--- src/rtl/pipe_stall_ctrl_if.sv ---
// Stall/flush request and response bundle between the pipeline stages and pipe_stall_ctrl.
// The master side is the pipeline; the slave side is the controller.
interface pipe_stall_ctrl_if #(
  parameter int unsigned CNT_W  = 6,
  parameter int unsigned PERF_W = 32
);
  logic              stallreq_from_if;
  logic              stallreq_from_id;
  logic              stallreq_from_ex;
  logic              stallreq_from_mem;
  logic              ex_mc_start;
  logic [CNT_W-1:0]  ex_mc_cycles;
  logic              flush_req;
  logic [31:0]       flush_pc;

  logic [5:0]        stall;
  logic              flush;
  logic [31:0]       new_pc;
  logic              mc_busy;
  logic              mc_done;
  logic              bus_timeout;
  logic [PERF_W-1:0] stall_cycles;

  modport master (
    output stallreq_from_if, stallreq_from_id, stallreq_from_ex, stallreq_from_mem,
           ex_mc_start, ex_mc_cycles, flush_req, flush_pc,
    input  stall, flush, new_pc, mc_busy, mc_done, bus_timeout, stall_cycles
  );

  modport slave (
    input  stallreq_from_if, stallreq_from_id, stallreq_from_ex, stallreq_from_mem,
           ex_mc_start, ex_mc_cycles, flush_req, flush_pc,
    output stall, flush, new_pc, mc_busy, mc_done, bus_timeout, stall_cycles
  );
endinterface

--- src/rtl/pipe_stall_ctrl.sv ---
// Central stall/flush controller: prioritised stall vector, multi-cycle EX sequencing,
// exception flush, MEM bus watchdog and saturating stall-cycle counter.
module pipe_stall_ctrl #(
  parameter int unsigned CNT_W   = 6,
  parameter int unsigned TIMEOUT = 255,
  parameter int unsigned PERF_W  = 32
) (
  input  logic                  clk,
  input  logic                  rst,
  pipe_stall_ctrl_if.slave      bus
);

  localparam int unsigned WD_W = (TIMEOUT < 2) ? 1 : $clog2(TIMEOUT + 1);

  typedef enum logic {
    IDLE = 1'b0,
    RUN  = 1'b1
  } state_t;

  state_t            state_q;
  logic [CNT_W-1:0]  cnt_q;
  logic [WD_W-1:0]   wd_q;
  logic              timeout_q;
  logic [PERF_W-1:0] perf_q;

  logic       start_long;
  logic       start_short;
  logic       run_done;
  logic       ex_hold;
  logic [5:0] stall_c;

  // Decode multi-cycle events and the prioritised stall vector from state and requests.
  always_comb begin
    start_long  = 1'b0;
    start_short = 1'b0;
    run_done    = 1'b0;
    ex_hold     = 1'b0;
    stall_c     = 6'b000000;

    if (state_q == IDLE && bus.ex_mc_start) begin
      start_long  = (bus.ex_mc_cycles >= CNT_W'(2));
      start_short = (bus.ex_mc_cycles <  CNT_W'(2));
    end
    run_done = (state_q == RUN) && !bus.stallreq_from_mem && (cnt_q == CNT_W'(1));
    ex_hold  = bus.stallreq_from_ex || start_long ||
               ((state_q == RUN) && (cnt_q > CNT_W'(1)));

    if (bus.flush_req)              stall_c = 6'b000000;
    else if (bus.stallreq_from_mem) stall_c = 6'b011111;
    else if (ex_hold)               stall_c = 6'b001111;
    else if (bus.stallreq_from_id)  stall_c = 6'b000111;
    else if (bus.stallreq_from_if)  stall_c = 6'b000011;
  end

  // Outputs are all forced low while reset is asserted.
  always_comb begin
    bus.stall        = 6'b000000;
    bus.flush        = 1'b0;
    bus.new_pc       = 32'h0;
    bus.mc_busy      = 1'b0;
    bus.mc_done      = 1'b0;
    bus.bus_timeout  = 1'b0;
    bus.stall_cycles = '0;
    if (!rst) begin
      bus.stall        = stall_c;
      bus.flush        = bus.flush_req;
      bus.new_pc       = bus.flush_req ? bus.flush_pc : 32'h0;
      bus.mc_busy      = (state_q == RUN);
      bus.mc_done      = !bus.flush_req && (start_short || run_done);
      bus.bus_timeout  = timeout_q;
      bus.stall_cycles = perf_q;
    end
  end

  // Multi-cycle FSM, watchdog and performance counter.
  always_ff @(posedge clk) begin
    if (rst) begin
      state_q   <= IDLE;
      cnt_q     <= '0;
      wd_q      <= '0;
      timeout_q <= 1'b0;
      perf_q    <= '0;
    end else begin
      if (bus.flush_req) begin
        state_q <= IDLE;
        cnt_q   <= '0;
      end else begin
        case (state_q)
          IDLE: begin
            if (start_long) begin
              state_q <= RUN;
              cnt_q   <= bus.ex_mc_cycles - CNT_W'(1);
            end
          end
          RUN: begin
            // A MEM stall freezes the countdown so EX does not retire under a held pipe.
            if (!bus.stallreq_from_mem) begin
              if (cnt_q <= CNT_W'(1)) begin
                state_q <= IDLE;
                cnt_q   <= '0;
              end else begin
                cnt_q <= cnt_q - CNT_W'(1);
              end
            end
          end
          default: begin
            state_q <= IDLE;
            cnt_q   <= '0;
          end
        endcase
      end

      timeout_q <= 1'b0;
      if (bus.stallreq_from_mem && !bus.flush_req) begin
        if (wd_q == WD_W'(TIMEOUT - 1)) begin
          timeout_q <= 1'b1;
          wd_q      <= '0;
        end else begin
          wd_q <= wd_q + WD_W'(1);
        end
      end else begin
        wd_q <= '0;
      end

      if (stall_c[0] && (perf_q != {PERF_W{1'b1}})) begin
        perf_q <= perf_q + PERF_W'(1);
      end
    end
  end

endmodule

--- src/flat_wrapper.sv ---
// flat-port wrapper written by rule: the top's interface ports become plain ports
module pipe_stall_ctrl_flat 
#(
  parameter int unsigned CNT_W   = 6,
  parameter int unsigned TIMEOUT = 255,
  parameter int unsigned PERF_W  = 32
)
  (clk, rst, bus_stallreq_from_if, bus_stallreq_from_id, bus_stallreq_from_ex, bus_stallreq_from_mem, bus_ex_mc_start, bus_ex_mc_cycles, bus_flush_req, bus_flush_pc, bus_stall, bus_flush, bus_new_pc, bus_mc_busy, bus_mc_done, bus_bus_timeout, bus_stall_cycles);
  pipe_stall_ctrl_if #(.CNT_W(CNT_W), .PERF_W(PERF_W)) bus_i ();
  input  logic clk;
  input  logic rst;
  input wire logic [$bits(bus_i.stallreq_from_if)-1:0] bus_stallreq_from_if;
  input wire logic [$bits(bus_i.stallreq_from_id)-1:0] bus_stallreq_from_id;
  input wire logic [$bits(bus_i.stallreq_from_ex)-1:0] bus_stallreq_from_ex;
  input wire logic [$bits(bus_i.stallreq_from_mem)-1:0] bus_stallreq_from_mem;
  input wire logic [$bits(bus_i.ex_mc_start)-1:0] bus_ex_mc_start;
  input wire logic [$bits(bus_i.ex_mc_cycles)-1:0] bus_ex_mc_cycles;
  input wire logic [$bits(bus_i.flush_req)-1:0] bus_flush_req;
  input wire logic [$bits(bus_i.flush_pc)-1:0] bus_flush_pc;
  output wire logic [$bits(bus_i.stall)-1:0] bus_stall;
  output wire logic [$bits(bus_i.flush)-1:0] bus_flush;
  output wire logic [$bits(bus_i.new_pc)-1:0] bus_new_pc;
  output wire logic [$bits(bus_i.mc_busy)-1:0] bus_mc_busy;
  output wire logic [$bits(bus_i.mc_done)-1:0] bus_mc_done;
  output wire logic [$bits(bus_i.bus_timeout)-1:0] bus_bus_timeout;
  output wire logic [$bits(bus_i.stall_cycles)-1:0] bus_stall_cycles;
  assign bus_i.stallreq_from_if = bus_stallreq_from_if;
  assign bus_i.stallreq_from_id = bus_stallreq_from_id;
  assign bus_i.stallreq_from_ex = bus_stallreq_from_ex;
  assign bus_i.stallreq_from_mem = bus_stallreq_from_mem;
  assign bus_i.ex_mc_start = bus_ex_mc_start;
  assign bus_i.ex_mc_cycles = bus_ex_mc_cycles;
  assign bus_i.flush_req = bus_flush_req;
  assign bus_i.flush_pc = bus_flush_pc;
  assign bus_stall = bus_i.stall;
  assign bus_flush = bus_i.flush;
  assign bus_new_pc = bus_i.new_pc;
  assign bus_mc_busy = bus_i.mc_busy;
  assign bus_mc_done = bus_i.mc_done;
  assign bus_bus_timeout = bus_i.bus_timeout;
  assign bus_stall_cycles = bus_i.stall_cycles;
  pipe_stall_ctrl #(.CNT_W(CNT_W), .TIMEOUT(TIMEOUT), .PERF_W(PERF_W)) u_core (.clk(clk), .rst(rst), .bus(bus_i));
endmodule
--- config.mk ---
export PLATFORM = sky130hd
export DESIGN_NAME = pipe_stall_ctrl_flat
export DESIGN_NICKNAME = d
export VERILOG_FILES = /design/src/rtl/pipe_stall_ctrl_if.sv /design/src/rtl/pipe_stall_ctrl.sv /design/src/flat_wrapper.sv
export SDC_FILE = /design/constraint.sdc
export NUM_CORES = 1
export LEC_CHECK = 0
export ABC_CLOCK_PERIOD_IN_PS = 2900
export BUFFER_PORTS_ARGS = -buffer_cell sky130_fd_sc_hd__buf_2
export CAP_MARGIN = 20
export CORE_UTILIZATION = 50
export DETAILED_ROUTE_END_ITERATION = 8
export PLACE_DENSITY = 0.92
export SYNTH_ARGS = -nofsm -noshare
export SYNTH_HDL_FRONTEND = slang
export SYNTH_SLANG_ARGS = --single-unit
--- constraint.sdc ---
create_clock -name clk -period 2.9 [get_ports clk]
set_clock_uncertainty 0.15 [all_clocks]
set_input_delay 0.725 -clock clk [delete_from_list [all_inputs] [get_ports clk]]
set_output_delay 0.725 -clock clk [all_outputs]
set_load 0.05 [all_outputs]
==> impl_results.md <==
* Total power at 1.49 mW
* Main area contributors after synthesis: dfxtp_1, nor2_1, and2_1, nor2b_1, mux2_1
* Iteration count of the initial detailed-routing pass at 5
* I/O Pins at 120
* Vias in the first global route at about 3200
* Number of antenna violations at the first check in global routing at 0
* Total negative slack at -39.7 ps
* R2r endpoint: u_core.perf_q[6]
* Critical-path maximum fanout at 3
* Slew headroom at 0.589
* Hold Crit Start: u_core.wd_q[0]
* Post-layout util at 0.688
* Status: finished with violations
* Area grow syn2layout at 30.2%
* Setup Crit Path Kind: input port to output port
* N_diodes at 0
* Fill cells at 472
* First-pass GRT wire length at roughly 15 mm
* Die Ht at approximately 82 µm
* CORE AREA at 0.00603 mm²
* Worst-margin pin slew at 611 ps
* Fmax at 0.343 GHz
* WL/cell at 15.9 µm
* Hold Fails Final Rpt at 0
* Pre-CTS WS at -152 ps
* WP data required at ~2000 ps
* Placer congestion estimate at 0.911
* Worst setup SP type: input port
* Max Slew Vio Count at 0
* Grt total ovfl at 0
* Share of the synthesized area in the top cell type at 0.302
* Clock root cell: clkbuf_8
* R2R depth at 8
* Layout cells sized above 1 at 0.326
* Mapped cell area at ~0.0032 mm²
* Hpwl dp at 6.99 mm
* Worst hold path type: register to register
* Worst skew pair latency at 310 ps
* Clock sink total at 48
* Port buffer count at 118
* Final net count at 583
* Leak at ~1.9 nW
* Remaining DRCs at 0
* CTS Buffer Depth at 2
* End of the worst hold path: u_core.wd_q[0]
* Tcrit/Tclk final at 1.01
* Most frequent cells in the layout: buf_2, nor2_1, dfxtp_1
* Worst IR Drop VDD at between 0.3 and 0.4 mV
* Min cycle time layout at 2920 ps
* Final std cells w/o fill at 606
* DR vias/cell at 5.91
* Setup violations, final at 3
* # H-tree levels at 2
* Syn_area_per_cell at around 7.9 µm²
* FP Rows at 28
* Largest net degree at the start of global routing at 34
* Total track usage at 0.286
* Cell total after placement at 597
* Die area at 0.00669 mm²
* Initial Utilization at 0.528
* Reg2reg setup slack at 120 ps
* Sequential area share after synthesis at 0.302
* Violated checks: setup timing
* Clock-pin slew on the worst setup and hold paths at 90 ps
* Arrival time worst endpoint at 2040 ps
* Count of cell types in the netlist at 53
* Synth async-reset ratio at 0
* Most used DFF post-synth: dfxtp_1
* Launch point of the worst reg-to-reg path: u_core.cnt_q[0]
* Post-synth EDFFs at 0
* CTS tree: built
* Vias at 3583
* CTS Buf Count at 5
* DRT antenna net count at 0
* Most common cell after layout, fill and taps aside: buf_2
* Syn Nets at 458
* CP endpoint kind: output port
* Die Span X at between 80 and 90 µm
* RSZ-0062 raised after global routing: yes
* DRT Wirelength at 9.61 mm
* Number of synthesized register bits at 48
* Max Cap Viol at 0
* Initial DRC count at around 340
* Power density cells at about 360 mW/mm²
* Synth Warn # at 0
* Final worst setup slack at -18.5 ps
* Hold Path Depth at 1
* Synth Instances at 405
* Area leader, netlist: dfxtp_1
[synthesized netlist by cell type, types with 3 or more instances]
cell type   n
a211oi_1    3
a21oi_1    15
and2_1     34
and3_1      3
buf_4       5
clkbuf_1   11
dfxtp_1    48
ha_1        7
inv_1      17
mux2_1     15
mux2_2      4
nand2_1    19
nand3_1    16
nand4_1    11
nor2_1     57
nor2b_1    28
nor3_1     18
nor4_1     11
o21ai_0    10
o21ai_1     3
o22ai_1     3
o31ai_1     9
or4_1      11
xnor2_1     4
xor2_1      6
[per-layer routing]
layer / vias up / global-route usage / share of wire
li1: 1690 / - / -
met5: - / 0 / 0
met4: 0 / 0.153 / 0.033
met2: 194 / 0.457 / 0.49
met1: 1651 / 0.364 / 0.41
met3: 48 / 0.0500 / 0.065
[registers in the layout (all words and copies together) (netlist names)]
name	flops
u_core.timeout_q	1
u_core.cnt_q	6
u_core.wd_q	8
u_core.perf_q	32
u_core.state_q	1
[logic make-up (layout without fill, tap and decap cells)]
logic type	count (synthesis)	in the layout	share of synthesized area
other cells	1	1	0.00118
xor+xnor	10	10	0.0275
compound gates	59	59	0.132
simple gates	224	224	0.391
flops	48	48	0.302
fa+ha+maj	7	7	0.0275
buf+inv	36	162	0.0487
mux	20	20	0.0704
[per-stage QoR]
stage	cell area, µm²	hold WS [ps]
after floorplan	3200	303
after global placement	3940	321
after detailed placement	3940	332
after CTS	4110	354
after global routing	4150	396
final	4150	352
[area by class of cell]
| type | instances | area (µm²) | share of cell area |
|---|---|---|---|
| repair buffers | 136 | 786 | 0.190 |
| inverters | 18 | 67.6 | 0.0163 |
| flip-flops and latches | 48 | 961 | 0.232 |
| clock inverters | 3 | 42.5 | 0.0103 |
| multi-input cells | 321 | 2130 | 0.513 |
| well taps | 75 | 93.8 | 0.0226 |
| clock buffers | 5 | 68.8 | 0.0166 |
[critical path, cell delays in order]
cell and delay (ps):
buf_6 90, or4_4 570, o31a_4 310, nor2_4 130, nor2_4 50, buf_6 160
[worst max-delay path by stage]
stage                         from           end  slack [ps]  depth (start not counted)
2_1_floorplan  bus_ex_mc_cycles[2]   bus_mc_done         -60                          4
3_3_place_gp   bus_ex_mc_cycles[2]  bus_stall[2]         -30                          6
3_5_place_dp   bus_ex_mc_cycles[2]  bus_stall[2]        -150                          6
4_1_cts        bus_ex_mc_cycles[3]  bus_stall[2]        -0.2                          6
5_1_grt        bus_ex_mc_cycles[3]  bus_stall[0]         -40                          6
6_report       bus_ex_mc_cycles[3]  bus_stall[0]         -20                          6
[report_power, final]
part	total, mW	switching (mW)	leakage (nW)	internal, mW
clock	0.498	0.242	0.0541	0.255
combinational	0.313	0.210	1.42	0.103
sequential	0.676	0.00944	0.388	0.667
[timing repair]
action / 4_1_cts / 5_1_grt
gates resized for setup: 16 / 6
hold buffers: 0 / 0
pin swaps: 1 / 0
setup buffers: 0 / 1
setup endpoints to repair: 5 / 5
No activity file was read; power rests on OpenSTA's default activity.
